File: src/rtl/sram22_ctrl_pkg.sv
// sram22_ctrl_pkg: shared widths, FSM states and request layout for the SRAM22 64x24 front end
package sram22_ctrl_pkg;
  localparam int DATA_WIDTH = 24;
  localparam int ADDR_WIDTH = 6;
  typedef enum logic {CLEAR, RUN} ctrl_state_e;
  typedef struct packed {
    logic                  we;
    logic [ADDR_WIDTH-1:0] addr;
    logic [DATA_WIDTH-1:0] wdata;
  } req_t;
endpackage

File: src/rtl/sram22_rsp_fifo.sv
// sram22_rsp_fifo: synchronous response FIFO whose output holds the last popped word when empty
module sram22_rsp_fifo #(
  parameter int WIDTH = 24,
  parameter int DEPTH = 4
) (
  input  logic                     clk,
  input  logic                     rst,
  input  logic                     push,
  input  logic [WIDTH-1:0]         din,
  input  logic                     pop,
  output logic [WIDTH-1:0]         dout,
  output logic [$clog2(DEPTH):0]   count
);
  localparam int AW = $clog2(DEPTH);
  logic [WIDTH-1:0] mem [DEPTH];
  logic [AW-1:0] wptr, rptr;
  logic [WIDTH-1:0] last_q;
  logic do_pop;
  assign do_pop = pop && count != '0;
  assign dout = count != '0 ? mem[rptr] : last_q;
  always_ff @(posedge clk)
    if (push) mem[wptr] <= din;
  always_ff @(posedge clk) begin
    if (rst) begin
      wptr <= '0;
      rptr <= '0;
      count <= '0;
      last_q <= '0;
    end else begin
      if (push) wptr <= wptr + 1'b1;
      if (do_pop) begin
        rptr <= rptr + 1'b1;
        last_q <= mem[rptr];
      end
      count <= count + {{AW{1'b0}}, push} - {{AW{1'b0}}, do_pop};
    end
  end
  a_no_overflow: assert property (@(posedge clk) disable iff (rst) !(push && 32'(count) == DEPTH));
endmodule

File: src/rtl/sram22_64x24_ctrl.sv
// sram22_64x24_ctrl: valid/ready front end for the SRAM22 64x24 macro with post-reset zero fill
module sram22_64x24_ctrl #(
  parameter int DATA_WIDTH     = sram22_ctrl_pkg::DATA_WIDTH,
  parameter int ADDR_WIDTH     = sram22_ctrl_pkg::ADDR_WIDTH,
  parameter int RSP_DEPTH      = 4,
  parameter bit CLEAR_ON_RESET = 1'b1
) (
  input  logic                  clk,
  input  logic                  rst,
  input  logic                  req_valid,
  output logic                  req_ready,
  input  logic                  req_we,
  input  logic [ADDR_WIDTH-1:0] req_addr,
  input  logic [DATA_WIDTH-1:0] req_wdata,
  output logic                  rsp_valid,
  input  logic                  rsp_ready,
  output logic [DATA_WIDTH-1:0] rsp_rdata,
  output logic                  clear_done,
  output logic                  sram_we,
  output logic                  sram_wmask,
  output logic [ADDR_WIDTH-1:0] sram_addr,
  output logic [DATA_WIDTH-1:0] sram_din,
  input  logic [DATA_WIDTH-1:0] sram_dout
);
  import sram22_ctrl_pkg::*;
  localparam int CW = $clog2(RSP_DEPTH) + 1;
  ctrl_state_e state;
  logic [ADDR_WIDTH-1:0] clr_cnt;
  logic rd_pin, rd_cap, read_ok, accept;
  logic [CW-1:0] fifo_cnt;
  req_t req;
  assign req = '{we: req_we, addr: req_addr, wdata: req_wdata};
  // Credit counts every read that will land in the FIFO, so a push can never overflow it.
  assign read_ok = 32'(fifo_cnt) + 32'(rd_pin) + 32'(rd_cap) < RSP_DEPTH;
  assign req_ready = state == RUN && (req.we || read_ok);
  assign accept = req_valid && req_ready;
  assign rsp_valid = fifo_cnt != '0;
  always_ff @(posedge clk) begin
    if (rst) begin
      state <= CLEAR_ON_RESET ? CLEAR : RUN;
      clear_done <= !CLEAR_ON_RESET;
      clr_cnt <= '0;
      sram_we <= 1'b0;
      sram_wmask <= 1'b0;
      sram_addr <= '0;
      sram_din <= '0;
      rd_pin <= 1'b0;
      rd_cap <= 1'b0;
    end else begin
      rd_cap <= rd_pin;
      if (state == CLEAR) begin
        sram_we <= 1'b1;
        sram_wmask <= 1'b1;
        sram_addr <= clr_cnt;
        sram_din <= '0;
        rd_pin <= 1'b0;
        clr_cnt <= clr_cnt + 1'b1;
        if (&clr_cnt) begin
          state <= RUN;
          clear_done <= 1'b1;
        end
      end else begin
        sram_we <= accept && req.we;
        sram_wmask <= accept;
        rd_pin <= accept && !req.we;
        if (accept) begin
          sram_addr <= req.addr;
          sram_din <= req.wdata;
        end
      end
    end
  end
  sram22_rsp_fifo #(.WIDTH(DATA_WIDTH), .DEPTH(RSP_DEPTH)) u_fifo (
    .clk(clk),
    .rst(rst),
    .push(rd_cap),
    .din(sram_dout),
    .pop(rsp_ready),
    .dout(rsp_rdata),
    .count(fifo_cnt)
  );
endmodule

File: config.mk
export PLATFORM = sky130hd
export DESIGN_NAME = sram22_64x24_ctrl
export DESIGN_NICKNAME = d
export VERILOG_FILES = /design/src/rtl/sram22_ctrl_pkg.sv /design/src/rtl/sram22_rsp_fifo.sv /design/src/rtl/sram22_64x24_ctrl.sv
export SDC_FILE = /design/constraint.sdc
export NUM_CORES = 1
export LEC_CHECK = 0
export CAP_MARGIN = 20
export CELL_PAD_IN_SITES_DETAIL_PLACEMENT = 1
export CELL_PAD_IN_SITES_GLOBAL_PLACEMENT = 1
export CORE_ASPECT_RATIO = 2
export CORE_MARGIN = 5
export CORE_UTILIZATION = 43
export DETAILED_ROUTE_END_ITERATION = 10
export GPL_TIMING_DRIVEN = 0
export PLACE_DENSITY_LB_ADDON = 0.1
export SLEW_MARGIN = 5
export SYNTH_ARGS = -nofsm -noshare
export SYNTH_HDL_FRONTEND = slang
export SYNTH_HIERARCHICAL = 1
export SYNTH_SLANG_ARGS = --single-unit
File: constraint.sdc
create_clock -name clk -period 2.3 [get_ports clk]
set_input_delay 0.69 -clock clk [delete_from_list [all_inputs] [get_ports clk]]
set_output_delay 0.69 -clock clk [all_outputs]
set_load 0.01 [all_outputs]
==> impl_metrics.yaml, run 1 <==
synth:
  syn_avg_cell_area_sq_um: 15.14
  synth.most_common_cell: "edfxtp_1"
  yosysSeqAreaShare: 0.6611
  yosysTopAreaCellShare: 0.4347
  ys_warn_count: 6
  synth_mux_area_frac: 0.1291
  ys_top_cells_by_area: "edfxtp_1, dfxtp_1, mux4_2, mux2_2, a22o_2"
  synth_area_leader_cell: "edfxtp_1"
  synth_fa_ha_area_frac: 0.01811
  synth_top_family_by_area: "multiplexers"
  synth-xor-area-share: 0.01057
  syn_inst: 438
  synth_nets: 506
  ys_top_cells_by_count: "edfxtp_1, dfxtp_1, nand2_1"
  synth_area_sq_um: 6631
  ys_types: 41
  async_flop_share: 0
  synth_edf_count: 96
  yosys_register_bits: 171
  synth-simple-area-share: 0.06321
  synth_compound_area_frac: 0.08774
  synth_ff_type: "edfxtp_1"
sta:
  finalClockSkew_ns: 0.01576
  setup_ws_ns: -0.4411
  hold_violations: 0
  worst_slew_pin_slew_ns: 0.7148
  slew_violations: 0
  max_slew_margin: 0.5234
  rsz0062_at_grt: "yes"
  layout_min_cycle_time_ns: 2.741
  fmax_ghz: 0.3648
  setup_viol: 25
  timing.final.crit_share: 1.192
critical_path:
  crit_path_max_fanout: 5
  worstSetupPathType: "flop to output port"
  end_kind: "output port"
  critPathTopFamily: "multiplexers"
  cp_data_required_time_ns: 1.61
  worstPathArrival_ns: 2.05
  r2r-start: "u_fifo/count[0]"
  crit_chain: "buf_8 -> buf_12 -> buf_12 -> mux4_2 -> mux2_4 -> buf_6"
  cp_slowest_cell: "mux4_2"
  worst_setup_path_start_kind: "flop"
  critPathBufInv: 4
  max_stage_delay_ns: 0.52
  crit_top_cell: "buf_12"
clocking:
  clkLatencyLatePin_ns: 0.43
  clkTransAtPathRegs_ns: 0.07
  clkSinkCount: 171
  cts_buffers: 17
  cts_root_buffer: "clkbuf_16"
  clockBufferDepth: 2
  cts_tree: "done"
  htree_levels: 4
  cts-hold-fix-buffers: 0
run_status:
  violations: "setup timing"
  status: "finished, violations left"
routing:
  ant_nets: 0
  drc: 0
  detail_route.wl_per_cell_um: 20.11
  first_pass_iters: 4
  vias: 4164
  viasPerCell: 5.166
  dr.first_iter.drc_count: 103
  wl_um: 16210
layout:
  fin_cells: 806
  utilization: 0.5939
  drive_above_1_share: 0.3224
  area_growth_pct: 36.26
  filler_cell_count: 1459
  nNetsFinal: 663
  diodes: 0
global_route:
  grt_pass1_vias: 4778
  grt_util_all_layers: 0.1845
  grt_pass1_wl_um: 25480
  grt_max_degree: 25
  grt_overflow: 0
  antenna_found_initial: 0
power:
  powerDensity_nw_per_um2: 1081
  total_power_mw: 9.771
  peakVddDrop_mv: 0.5762
  p_leak_nw: 3.193
placement:
  globalplace.congestion: 0.7834
  io_buffers: 116
  place_inst: 753
  place_hpwl_um: 11160
floorplanning:
  start_util: 0.4359
  fp.dieH_um: 185.6
  num_rows: 64
  fp.coreArea_sq_um: 15210
  io_pins: 118
  die_area_sq_um: 18160
  die_x_um: 97.81
flow_run:
  max-cap-violations: 0
hold_path:
  min_from: "sram_din[6]"
  hold_path_class: "flop to flop"
## report_power, final
| group | leakage [nW] | switching [mW] | internal, mW |
|---|---|---|---|
| clock network | 0.282 | 1.31 | 1.44 |
| registers | 1.47 | 0.154 | 3.40 |
| logic | 1.44 | 1.36 | 2.10 |
## metrics by stage
stage               cell area [sq um]  TNS [ns]  worst slack (ns)  hold WS (ns)
floorplan                        6631         0            0.1863        0.4367
finish                           9036    -9.209           -0.4411        0.4645
global route                     9036    -11.02           -0.5174        0.4868
CTS                              8986    -10.52           -0.4730        0.4653
global placement                 8040    -13.08           -0.5422        0.4415
detailed placement               8071    -12.76           -0.4931        0.4550
## tightest hold or removal path, cell delays in order, from the launching register on
cell and delay, ns:
dfxtp_1 0.31, nand2_1 0.05, a21oi_1 0.06
## sequential cells by signal (all words and copies together) (netlist names), named ones only
register,flops
u_fifo/rptr,2
u_fifo/mem,96
sram_we,1
u_fifo/count,3
rd_cap,1
sram_wmask,1
clr_cnt,6
u_fifo/wptr,2
rd_pin,1
sram_addr,6
u_fifo/last_q,24
clear_done,1
sram_din,24
state,1
## path summary, 6_finish.rpt
check / to / slack (ns) / cells past startpoint
worst max-delay path: rsp_rdata[11] / -0.44 / 6
worst min-delay path: sram_din[6] / 0.46 / 2
worst max register to register: u_fifo/count[2] / 0.06 / 11
worst min register to register: sram_din[6] / 0.46 / 2
## logic make-up after synthesis
family,Yosys count
compound gates,71
flops,171
xor+xnor,8
simple gates,94
mux,51
fa+ha+maj,9
buf+inv,34
## per-layer routing
layer  track usage  wire length (um)
met5             0                 0
met4       0.06045               295
met3       0.05476               796
met2        0.3726              9579
met1        0.1730              5536
## placed cells by master, fill, tap and decap left out, types with 3 or more instances in the layout
cell type and n:
nor2_1 15, clkdlybuf4s50_1 89, dfxtp_2 4, a21oi_2 10
a21oi_1 27, buf_12 6, clkinv_4 3, nor2b_1 10
buf_2 7, inv_6 6, xor2_1 4, nand3_1 7
nand2_1 50, a22o_1 4, xnor2_1 3, a22o_2 20
buf_6 29, and2_2 3, ha_1 6, buf_4 24
mux2i_1 3, edfxtp_1 96, mux4_2 24, dfxtp_1 69
inv_8 4, inv_1 7, mux2_4 22, clkbuf_16 17
clkbuf_1 3
## what timing repair did
item,CTS,global route
setup endpoints to repair,26,26
cloned,2,0
setup buffers,14,9
resized for setup,174,9
pin swaps,4,7
## area by class of cell
class,instances,area [sq um],share of cell area
plain buffers,26,201.4,0.02229
clock inverters,15,143.9,0.01592
clock buffers,17,425.4,0.04708
inverters,7,26.28,0.002908
flip-flops and latches,171,4397,0.4866
multi-input cells,233,2150,0.2379
well taps,198,247.7,0.02742
repair buffers,139,1445,0.1599
(Power assumes the default switching activity.)
==> run 2: changes to the inputs <==
--- a/config.mk
+++ b/config.mk
@@ -13,6 +13,7 @@
 export CORE_UTILIZATION = 43
 export DETAILED_ROUTE_END_ITERATION = 10
 export GPL_TIMING_DRIVEN = 0
+export MAX_ROUTING_LAYER = met4
 export PLACE_DENSITY_LB_ADDON = 0.1
 export SLEW_MARGIN = 5
 export SYNTH_ARGS = -nofsm -noshare
==> impl_metrics.yaml, run 2 (synthesis gave the netlist of run 1 again) <==
sta:
  hold_violations: 0
  setup_viol: 25
  slew_violations: 0
  worst_slew_pin_slew_ns: 0.7151
  timing.final.crit_share: 1.191
  fmax_ghz: 0.3650
  setup_ws_ns: -0.4396
  rsz0062_at_grt: "yes"
  layout_min_cycle_time_ns: 2.740
  max_slew_margin: 0.5233
  finalClockSkew_ns: 0.01550
critical_path:
  crit_chain: "buf_8 -> buf_12 -> buf_12 -> mux4_2 -> mux2_4 -> buf_6"
  crit_top_cell: "buf_12"
  crit_path_max_fanout: 5
  critPathTopFamily: "multiplexers"
  cp_num_cells: 6
  cp_slowest_cell: "mux4_2"
  critPathBufInv: 4
  end_kind: "output port"
  worstPathArrival_ns: 2.05
  worst_setup_path_start_kind: "flop"
  cp_data_required_time_ns: 1.61
  r2r_cells: 11
  max_stage_delay_ns: 0.52
  worstSetupPathType: "flop to output port"
power:
  p_leak_nw: 3.188
  powerDensity_nw_per_um2: 1080
  peakVddDrop_mv: 0.5737
clocking:
  clockBufferDepth: 2
  clkLatencyLatePin_ns: 0.43
  htree_levels: 4
  cts_buffers: 17
  cts_tree: "done"
  cts_root_buffer: "clkbuf_16"
  clkTransAtPathRegs_ns: 0.07
  clkSinkCount: 171
routing:
  drc: 0
  wl_um: 16160
  viasPerCell: 5.171
  first_pass_iters: 4
  vias: 4163
  detail_route.wl_per_cell_um: 20.07
  dr.first_iter.drc_count: 98
  ant_nets: 0
hold_path:
  holdPathStages: 2
  hold_path_class: "flop to flop"
flow_run:
  max-cap-violations: 0
layout:
  final_cell_mix: "edfxtp_1, clkdlybuf4s50_1, dfxtp_1"
  area_growth_pct: 36.15
  largest_reg_flops: 96
  diodes: 0
  reg_top3: "u_fifo/mem (96), sram_din (24), u_fifo/last_q (24)"
  final_area_sq_um: 9029
  fin_cells: 805
  utilization: 0.5934
  drive_above_1_share: 0.3213
  layout_commonest_cell: "edfxtp_1"
  filler_cell_count: 1459
  top_register: "u_fifo/mem"
  nNetsFinal: 662
floorplanning:
  start_util: 0.4359
  io_pins: 118
  num_rows: 64
  fp.dieH_um: 185.6
  die_area_sq_um: 18160
  fp.coreArea_sq_um: 15210
  die_x_um: 97.81
placement:
  io_buffers: 116
  place_hpwl_um: 11160
  globalplace.congestion: 0.7957
  postPlaceCellArea_sq_um: 8071
  place_inst: 753
global_route:
  grt_pass1_wl_um: 25470
  antenna_found_initial: 0
  grt_pass1_vias: 4802
  grt_max_degree: 25
  grt_util_all_layers: 0.1903
  grt_overflow: 0
run_status:
  violations: "setup timing"
  status: "finished, violations left"
==> run 2: cell count changes in the layout (fill, tap and decap cells not counted), sizes merged <==
cell / previous run / this run
buf: 71 / 70
==> run 2: path summary, 6_finish.rpt <==
path                                 startpoint              end  slack [ns]
worst max-delay path                       flop    rsp_rdata[11]       -0.44
worst min-delay path                sram_din[6]      sram_din[6]        0.46
worst max register to register  u_fifo/count[0]  u_fifo/count[2]        0.09
worst min register to register      sram_din[6]      sram_din[6]        0.46
==> run 2: layer usage <==
layer  part of all wire  GRT usage  up-vias
met5                  0          -        -
li1                   -          -     1941
met1               0.35     0.1772     2104
met3              0.040    0.04614       21
met2               0.59     0.3726       97
met4              0.018    0.06545        0
==> run 2: through the flow <==
| stage | power [mW] | setup slack [ns] | setup TNS [ns] | hold slack, ns |
|---|---|---|---|---|
| final | 9.754 | -0.4396 | -9.189 | 0.4645 |
| after CTS | 9.819 | -0.4730 | -10.52 | 0.4653 |
| after detailed placement | 6.263 | -0.4931 | -12.76 | 0.4550 |
| after global placement | 6.201 | -0.5422 | -13.08 | 0.4415 |
| after floorplan | 5.137 | 0.1863 | 0 | 0.4367 |
| after global routing | 10.20 | -0.5174 | -10.99 | 0.4868 |
==> run 2: area by class of cell <==
type	count	area, sq um	share of cell area
repair buffers	138	1438	0.1592
multi-input cells	233	2150	0.2381
clock buffers	17	425.4	0.04712
well taps	198	247.7	0.02744
flip-flops and latches	171	4397	0.4870
plain buffers	26	201.4	0.02231
clock inverters	15	143.9	0.01594
inverters	7	26.28	0.002910
==> run 2: worst min-delay path, delay by kind of cell, from the launching register on <==
kind	cells	cell delay (ns)
AO/OA/AOI/OAI	1	0.06
flip-flops	1	0.31
AND/OR/NAND/NOR	1	0.05
==> run 2: report_power, final <==
group	internal (mW)	switching, mW
combinational	2.09	1.36
sequential	3.40	0.154
clock	1.44	1.31
total	6.94	2.82
==> run 2: timing repair <==
item	4_1_cts	5_1_grt
setup endpoints to repair	26	26
setup buffers	14	8
pin swaps	4	6
hold buffers	0	0
resized for setup	174	9
gates cloned	2	0
==> RTL change: new RTL, settings of run 1 <==
The parameter `RSP_DEPTH` goes from 4 to 8.
--- a/src/rtl/sram22_64x24_ctrl.sv
+++ b/src/rtl/sram22_64x24_ctrl.sv
@@ -2,7 +2,7 @@
 module sram22_64x24_ctrl #(
   parameter int DATA_WIDTH     = sram22_ctrl_pkg::DATA_WIDTH,
   parameter int ADDR_WIDTH     = sram22_ctrl_pkg::ADDR_WIDTH,
-  parameter int RSP_DEPTH      = 4,
+  parameter int RSP_DEPTH      = 8,
   parameter bit CLEAR_ON_RESET = 1'b1
 ) (
   input  logic                  clk,
Behaviour: same outputs for any inputs over 10 cycles, from zero or initial values and one cycle with rst high; that may be too few to reach the edited logic, so the function may still have changed.
==> RTL change against run 1 <==
The run still ends with negative setup slack left. Area after synthesis is 66% higher. Non-clock buffer count is 65 higher. Register-to-register slack worse by 360 ps. Largest power group is now combinational logic. Synthesized cell count is 67% higher. Worst setup slack worse by 160 ps. Count of clock-buffer cells in the layout is 20 higher. Wire length is 87% higher. Sequential share of layout area is 1.6 points higher. Via count is 66% higher. Power is 56% higher. Sequential cell count is 100 higher. Critical path depth is 2 higher. Maximum frequency is 5.4% lower. Cell area is 62% higher.
==> RTL change: results (changes against run 1) <==
[outcome]
status=complete, but fails checks  ; unchanged
violations=negative setup slack  ; unchanged

[worst_setup_path]
cp.arrival_ps=2210  ; was 2050 ps
critPathMaxFanout=6  ; was 5
critPathMaxStageDelay_ps=370  ; was 520 ps
crit_path_top_delay_cell=dfxtp_4  ; was mux4_2

[grt]
grt_max_degree=24  ; was 25

[cts]
clkLatencyLatePin_ps=530  ; was 430 ps
cts_buffers=24  ; was 17

[timing]
setup_viol_count_final=27  ; was 25
fin_ws_ps=-597  ; was -441 ps

[pwr]
irDropWorstVdd_mv=0.546  ; was 0.576 mV

[placed_design]
dp.cells=1197  ; was 753
postPlaceCellArea_sq_um=12900  ; was 8070 sq um
dpl_worst_slack_ps=-986  ; was -493 ps
place_congestion=0.839  ; was 0.783

[routing]
wl_met1_mm=10.4  ; was 5.54 mm
routed_via_density=5.32  ; was 5.17
met3_wirelength_mm=1.34  ; was 796 um
drt_iter0_markers=359  ; was 103
vias=6916  ; was 4164
wl_mm=30.4  ; was 16.2 mm

[logic_synthesis]
synth_top_cells_by_count=192 x edfxtp_1, 84 x nor2_1, 79 x dfxtp_1, 79 x mux2i_1, 41 x mux2_2  ; was 96 x edfxtp_1, 75 x dfxtp_1, 50 x nand2_1, 27 x a21oi_1, 24 x mux2_2
synthTopCellsByArea=edfxtp_1 52%, dfxtp_1 14%, mux2i_1 7.2%  ; was edfxtp_1 43%, dfxtp_1 23%, mux4_2 6.8%
ys_seq_area_frac=0.666  ; was 0.661
syn_nets=800  ; was 506
synth_edf_count=192  ; was 96

[cells_and_area]
largestRegisters=u_fifo/mem x192, sram_din x24, u_fifo/last_q x24  ; was u_fifo/mem x96, sram_din x24, u_fifo/last_q x24

[min_path]
hold_path.class=in2reg  ; was reg2reg

## RTL change: cell type report
cell class | count | area share
flip-flops and latches | 271 | 0.503
clock inverters | 7 | 0.00248
clock buffers | 37 | 0.0471
inverters | 8 | 0.00205
well taps | 340 | 0.0290
repair buffers | 188 | 0.128
plain buffers | 42 | 0.0310
multi-input cells | 407 | 0.257
## RTL change: layer usage
layer,vias up,track usage
li1,3178,-
met1,3473,0.204
met2,191,0.386
met3,74,0.0327
met4,0,0.101
met5,-,0
## RTL change: cell families (layout without fill, tap and decap cells)
family / after synthesis / in the layout / synth area share
DFF: 271 / 271 / 0.666
and+or+nand+nor: 148 / 148 / 0.0603
muxes: 123 / 123 / 0.117
AOI/OAI and AO/OA: 117 / 117 / 0.107
buffers and inverters: 54 / 282 / 0.0312
xor gates and xnor gates: 10 / 10 / 0.00794
adders and majority gates: 9 / 9 / 0.0109
## RTL change: path summary, 6_finish.rpt
check | startpoint | to | slack, ps | depth (start not counted)
min reg2reg | sram_din[19] | sram_din[19] | 500 | 2
max | flop | rsp_rdata[3] | -600 | 8
max reg2reg | flop | u_fifo/last_q[23] | -300 | 16
min | rst | sram_addr[5] | 430 | 2
## RTL change: through the flow
stage / hold slack, ps / TNS [ps] / util
after detailed placement: 478 / -26580 / 0.505
after global placement: 465 / -183660 / 0.494
after CTS: 402 / -12500 / 0.555
after floorplan: 462 / 0 / -
final: 426 / -12090 / 0.573
after global routing: 437 / -14490 / 0.573
## RTL change: repair_timing
| action | CTS | global route |
|---|---|---|
| gates cloned | 2 | 0 |
| buffers inserted | 42 | 20 |
| hold buffers | 0 | 0 |
| pin swaps | 26 | 45 |
| endpoints found under the hold margin | 0 | 0 |
| resized for setup | 194 | 85 |
| setup endpoints to repair | 29 | 30 |
## RTL change: report_power, final
| part | switching, mW | total (mW) | internal, mW |
|---|---|---|---|
| clock network | 1.73 | 3.80 | 2.07 |
| registers | 0.197 | 5.63 | 5.43 |
| logic | 2.92 | 5.83 | 2.91 |
## RTL change: worst max-delay path: cells and delay by family (launching register included)
kind | cells | cell delay, ps
muxes | 1 | 120
buffers and inverters | 4 | 580
AOI/OAI and AO/OA | 3 | 600
DFF | 1 | 370
